$ cat src/rtl/alu_pkg.sv
// alu_pkg: op codes, FSM states and flag struct shared by alu_pipe and its bench
package alu_pkg;
  typedef enum logic [2:0] {OP_AND, OP_OR, OP_ADD, OP_SUB, OP_XOR, OP_SLT, OP_SLTU, OP_MUL} alu_op_e;
  typedef enum logic {S_IDLE, S_MUL} alu_state_e;
  typedef struct packed {
    logic zero;
    logic neg;
    logic carry;
    logic ovf;
  } alu_flags_t;
endpackage

$ cat src/rtl/alu_pipe_mul.sv
// mul_iter: shift-add multiplier (start loads A/B, step runs one iteration, last_o flags final step, product_o = acc after current step)
module mul_iter #(parameter int N = 64) (
  input  logic         clk_i,
  input  logic         rst_ni,
  input  logic         start_i,
  input  logic         step_i,
  input  logic [N-1:0] a_i,
  input  logic [N-1:0] b_i,
  output logic         last_o,
  output logic [N-1:0] product_o
);
  localparam int CW = $clog2(N + 1);
  logic [N-1:0] r_mcand, r_mplr, r_acc;
  logic [CW-1:0] r_cnt;
  assign product_o = r_acc + (r_mplr[0] ? r_mcand : '0);
  assign last_o = r_cnt == CW'(1);
  always_ff @(posedge clk_i or negedge rst_ni) begin
    if (!rst_ni) begin
      r_mcand <= '0;
      r_mplr <= '0;
      r_acc <= '0;
      r_cnt <= '0;
    end else if (start_i) begin
      r_mcand <= a_i;
      r_mplr <= b_i;
      r_acc <= '0;
      r_cnt <= CW'(N);
    end else if (step_i) begin
      r_mcand <= r_mcand << 1;
      r_mplr <= r_mplr >> 1;
      r_acc <= product_o;
      r_cnt <= r_cnt - 1'b1;
    end
  end
endmodule

$ cat src/rtl/alu_pipe.sv
// alu_pipe: handshaked 8-op ALU (in_valid/in_ready/op/a/b in; out_valid/out_ready/result/NZCV flags out; busy during iterative MUL)
module alu_pipe
  import alu_pkg::*;
#(parameter int N = 64) (
  input  logic         clk_i,
  input  logic         rst_ni,
  input  logic         in_valid_i,
  output logic         in_ready_o,
  input  logic [2:0]   op_i,
  input  logic [N-1:0] a_i,
  input  logic [N-1:0] b_i,
  output logic         out_valid_o,
  input  logic         out_ready_i,
  output logic [N-1:0] result_o,
  output logic         zero_o,
  output logic         neg_o,
  output logic         carry_o,
  output logic         ovf_o,
  output logic         busy_o
);
  alu_state_e r_state, w_next;
  alu_op_e w_op;
  alu_flags_t r_flags, w_flags;
  logic [N-1:0] r_result, w_res, w_bop, w_prod;
  logic [N:0] w_sum;
  logic r_valid, w_acc, w_start, w_sub, w_ovf, w_last, w_wr;
  assign w_op = alu_op_e'(op_i);
  assign busy_o = r_state == S_MUL;
  assign in_ready_o = !busy_o && (!r_valid || out_ready_i);
  assign w_acc = in_valid_i && in_ready_o;
  assign w_start = w_acc && w_op == OP_MUL;
  assign w_sub = w_op inside {OP_SUB, OP_SLT, OP_SLTU};
  assign w_bop = w_sub ? ~b_i : b_i;
  assign w_sum = {1'b0, a_i} + {1'b0, w_bop} + {{N{1'b0}}, w_sub};
  assign w_ovf = (a_i[N-1] == w_bop[N-1]) && (w_sum[N-1] != a_i[N-1]);
  assign w_wr = (w_acc && !w_start) || (busy_o && w_last);
  assign out_valid_o = r_valid;
  assign result_o = r_result;
  assign {zero_o, neg_o, carry_o, ovf_o} = r_flags;
  mul_iter #(.N(N)) u_mul (
    .clk_i(clk_i), .rst_ni(rst_ni), .start_i(w_start), .step_i(busy_o),
    .a_i(a_i), .b_i(b_i), .last_o(w_last), .product_o(w_prod)
  );
  always_comb begin
    w_res = '0;
    w_flags = '0;
    if (busy_o) w_res = w_prod;
    else begin
      case (w_op)
        OP_AND: w_res = a_i & b_i;
        OP_OR: w_res = a_i | b_i;
        OP_XOR: w_res = a_i ^ b_i;
        OP_ADD, OP_SUB: begin
          w_res = w_sum[N-1:0];
          w_flags.carry = w_sum[N];
          w_flags.ovf = w_ovf;
        end
        OP_SLT: w_res = {{(N-1){1'b0}}, w_sum[N-1] ^ w_ovf};
        OP_SLTU: w_res = {{(N-1){1'b0}}, !w_sum[N]};
        default: w_res = '0;
      endcase
    end
    w_flags.zero = w_res == '0;
    w_flags.neg = w_res[N-1];
  end
  always_comb w_next = busy_o ? (w_last ? S_IDLE : S_MUL) : (w_start ? S_MUL : S_IDLE);
  always_ff @(posedge clk_i or negedge rst_ni) begin
    if (!rst_ni) r_state <= S_IDLE;
    else r_state <= w_next;
  end
  always_ff @(posedge clk_i or negedge rst_ni) begin
    if (!rst_ni) begin
      r_valid <= 1'b0;
      r_result <= '0;
      r_flags <= '0;
    end else if (w_wr) begin
      r_valid <= 1'b1;
      r_result <= w_res;
      r_flags <= w_flags;
    end else if (out_ready_i) r_valid <= 1'b0;
  end
endmodule
$ cat config.mk
export PLATFORM = sky130hd
export DESIGN_NAME = alu_pipe
export DESIGN_NICKNAME = d
export VERILOG_FILES = /design/src/rtl/alu_pkg.sv /design/src/rtl/alu_pipe_mul.sv /design/src/rtl/alu_pipe.sv
export SDC_FILE = /design/constraint.sdc
export NUM_CORES = 1
export LEC_CHECK = 0
export CAP_MARGIN = 20
export CORE_ASPECT_RATIO = 0.5
export CORE_MARGIN = 1.5
export CORE_UTILIZATION = 51
export DETAILED_ROUTE_END_ITERATION = 16
export GPL_ROUTABILITY_DRIVEN = 0
export PLACE_DENSITY_LB_ADDON = 0.1
export SYNTH_ARGS = -nofsm -noshare
export SYNTH_HDL_FRONTEND = slang
export SYNTH_HIERARCHICAL = 1
export SYNTH_SLANG_ARGS = --single-unit
$ cat constraint.sdc
create_clock -name clk_i -period 6.5 [get_ports clk_i]
set_input_delay 0.975 -clock clk_i [delete_from_list [all_inputs] [get_ports clk_i]]
set_output_delay 0.975 -clock clk_i [all_outputs]
set_load 0.02 [all_outputs]
==> summary.md <==
| Metric | Value |
|---|---|
| Seq/Total Area, Yosys | `26.72%` |
| Mapped Area | `between 0.02 and 0.03 sq mm` |
| Layout fillers | `about 4400` |
| DR iter-0 viols | `2445` |
| CP max FO | `20` |
| Die X | `between 300 and 400 um` |
| Max-cap violations | `0` |
| Via density | `6.053` |
| Power density over the cells | `456.3 mW/mm^2` |
| Synth unique cells | `around 110` |
| NetSw | `between 0.006 and 0.007 W` |
| Final worst setup slack | `~0.43 ns` |
| Vias in the first global route | `approximately 22000` |
| Routed wire length per instance | `between 20 and 25 um` |
| Io pins | `206` |
| CP arrival | `between 6 and 7 ns` |
| Mapped Cells | `approximately 3100` |
| Hold_buf cts | `0` |
| Fin crit share | `93.38%` |
| Final hold vios | `0` |
| Combinational share of power | `~66%` |
| Post-Place Cell Area | `roughly 0.028 sq mm` |
| WP data required | `~7.0 ns` |
| Final setup viols | `0` |
| Outcome | `complete, no violations` |
| Detailed Place HPWL | `roughly 66000 um` |
| Multi-input logic area | `roughly 0.017 sq mm` |
| Setup TNS | `0 ns` |
| Clock group share of total power | `13.4%` |
| Number of synthesized flops with an enable pin | `0` |
| Clock transition at the registers of the reported paths | `0.08 ns` |
| Grt ovf | `0` |
| RSZ-0062 raised after global routing | `no` |
| Worst hold-check path type | `in2async` |
| Clk root buf | `clkbuf_16` |
| Clock buffer depth | `3` |
| Slew Limit Headroom | `roughly a third` |
| Largest net degree at the start of global routing | `approximately 130` |
| Critical Path End Type | `register` |
| Total track usage | `roughly a third` |
| First-pass GRT wire length | `127900 um` |
| Share of cells above drive strength 1 | `under 10%` |
| Total wire length | `between 80000 and 90000 um` |
| Clk sinks | `about 270` |
| Via count | `around 24000` |
| Finished Cell Area | `~0.029 sq mm` |
| Area of the core | `~0.05 sq mm` |
| Clock latency on the worst-skew pair | `0.60 ns` |
| Post-synth top area cell | `dfrtp_1` |
| CTS tree | `built` |
| Clk_skew | `between 0.02 and 0.025 ns` |
| Worst slack at placement | `about 0.12 ns` |
| Final #Nets | `about 3600` |
| Clock period minus worst slack | `6.070 ns` |
| Core Util, Final | `between 50% and 60%` |
| FMAX | `~0.16 GHz` |
| First drt pass iteration count | `8` |
| Antenna Nets Post-Route | `0` |
| Area contributors post-synth | `dfrtp_1 27%, ha_1 13%, mux2i_1 7.2%, o21ai_0 5.8%, nand2_1 5.7%` |
| Port Buffer Count | `just over 200` |
| Pint | `0.006817 W` |
| Yosys warns | `6` |
| Ys flop type | `dfrtp_1` |
| Area fraction of the dominant cell type after synthesis | `26.72%` |
| Critical path class | `reg2reg` |
| Asr flop ratio synth | `100.0%` |
| CP startpoint kind | `register` |
| H-tree depth | `1` |
| Starting Density | `51.68%` |
| Antenna violations before repair | `5` |
| Register Area | `around 0.0067 sq mm` |
| Syn_area_per_cell | `8.060 sq um` |
| Slew Limit Fails | `0` |
| Residual DRC | `0` |
| Sequential Power Share | `between 20% and 30%` |
| Num rows | `57` |
| Num CTS Buffers | `27` |
| Die ar. | `roughly 0.05 sq mm` |
| Peak supply drop | `approximately 0.00025 V` |
| Area growth syn-to-layout | `15.33%` |
| Switch share | `between 40% and 50%` |
| P_leak | `13.75 nW` |
| Seq cells post-synth | `approximately 270` |
| Die Y-Extent | `approximately 160 um` |
| Worst-Margin Slew | `between 0.9 and 1 ns` |
| CTS resizes | `0` |
| Syn_nets | `~3500` |
| Setup repair bufs after CTS | `0` |
==> metrics by stage <==
| stage | hold slack, ns | total power [W] | instances |
|---|---|---|---|
| 2_1_floorplan | 0.4498 | 0.008242 | 3114 |
| 3_3_place_gp | 0.4519 | 0.01114 | 3869 |
| 3_5_place_dp | 0.4554 | 0.01125 | 3869 |
| 4_1_cts | 0.3243 | 0.01307 | 3918 |
| 5_1_grt | 0.3490 | 0.01397 | 3919 |
| 6_report | 0.3131 | 0.01321 | 3920 |
==> cell usage after synthesis, types with 6 or more instances <==
cell       count
nand2_1      378
o21ai_0      291
dfrtp_1      268
ha_1         258
nor2_1       253
a21oi_1      246
inv_1        182
mux2i_1      180
xnor2_1      140
clkbuf_1     128
and2_1        72
a21o_1        51
nand4_1       46
a211oi_1      39
nand3_1       38
xor2_1        37
buf_1         33
nor3_1        28
o21bai_1      28
a221oi_1      24
buf_2         22
o21a_1        22
a31oi_1       19
o211ai_1      18
a22oi_1       15
nor2b_1       15
nor4_1        15
and3_1        13
nand2b_1      13
o22ai_1       11
a221o_1        9
a222oi_1       9
o2111ai_1      9
o31ai_1        9
a21boi_0       8
a22o_1         8
and4_1         8
o21ai_1        8
or3_1          8
a211o_1        7
nor3b_1        7
a21oi_2        6
nand3b_1       6
==> power groups by stage <==
| stage | Clock [W] | Combinational (W) | Sequential (W) |
|---|---|---|---|
| 2_1_floorplan | 0 | 0.00543 | 0.00281 |
| 5_1_grt | 0.00187 | 0.00930 | 0.00280 |
| 6_report | 0.00177 | 0.00870 | 0.00273 |
| 4_1_cts | 0.00181 | 0.00854 | 0.00273 |
| 3_3_place_gp | 0 | 0.00840 | 0.00273 |
| 3_5_place_dp | 0 | 0.00849 | 0.00275 |
==> kinds of logic after synthesis <==
family	count (synthesis)	share of synthesized area, %
AO/OA/AOI/OAI	905	23.05
AND/OR/NAND/NOR	943	17.67
flip-flops	268	26.72
buffers and inverters	375	5.867
adder cells (fa/ha/maj)	260	13.02
XOR/XNOR	178	6.266
multiplexers	185	7.402
==> worst paths after layout <==
check                                             from                            end  slack (ns)  depth (start not counted)
setup / recovery           u_mul/r_mplr[0]$_DFFE_PN0P_             zero_o$_DFFE_PN0P_        0.43                         25
hold / removal                                  rst_ni  u_mul/r_mcand[62]$_DFFE_PN0P_        0.31                          1
setup reg to reg           u_mul/r_mplr[0]$_DFFE_PN0P_             zero_o$_DFFE_PN0P_        0.43                         25
hold reg to reg                result_o[6]$_DFFE_PN0P_        result_o[6]$_DFFE_PN0P_        0.47                          2
max in group asynchronous                       rst_ni               busy_o$_DFF_PN0_        4.68                          2
min in group clk_i             result_o[6]$_DFFE_PN0P_        result_o[6]$_DFFE_PN0P_        0.47                          2
==> metal layers <==
layer	GRT usage [%]	vias to the layer above	share of wire (%)
met5	0	-	0.017
met4	13.14	2	4.5
met3	6.506	194	8.4
met2	50.95	968	44
met1	43.77	11259	43
li1	-	11306	-
==> flip-flops by register name (all words and copies together) (netlist names) <==
name           count
busy_o             1
u_mul/r_cnt        7
ovf_o              1
carry_o            1
u_mul/r_mplr      64
neg_o              1
zero_o             1
u_mul/r_acc       64
u_mul/r_mcand     64
out_valid_o        1
result_o          63
==> critical path, cell delays in order (launching register included) <==
cell       delay (ns)
dfrtp_1          0.75
and2_1           0.23
ha_1             0.17
inv_1            0.06
fa_1             0.42
nor2b_1          0.18
o2111ai_1        0.18
a21bo_2          0.29
a21oi_1          0.20
a41o_1           0.32
a21boi_1         0.15
o21ai_1          0.15
buf_4            0.16
xor2_1           0.11
nand2_1          0.10
o21ai_0          0.18
a2111oi_0        0.52
nand2_1          0.10
nand2_1          0.16
nand4_1          0.11
nor3_1           0.27
buf_4            0.18
nor4b_2          0.20
nand4_1          0.13
or3_1            0.39
o31ai_1          0.25
==> area by class of cell <==
class	instances	area share (%)
clock buffer	33	2.585
tap	649	2.805
multi-input combinational	2471	58.60
inverter	183	2.373
sequential	268	23.18
clock inverter	16	0.7780
antenna	2	0.01729
timing repair buffer	298	9.664
==> cells in the final DEF, fill, tap and decap left out, types with 24 or more instances in the layout <==
cell type / instances
nand2_1: 377
o21ai_0: 290
dfrtp_1: 267
ha_1: 258
nor2_1: 251
a21oi_1: 246
clkdlybuf4s50_1: 202
inv_1: 182
mux2i_1: 180
xnor2_1: 140
buf_4: 90
and2_1: 72
a21o_1: 51
nand4_1: 46
a211oi_1: 39
nand3_1: 38
xor2_1: 37
o21bai_1: 28
nor3_1: 27
clkbuf_16: 27
a221oi_1: 24
(Power assumes the default switching activity.)
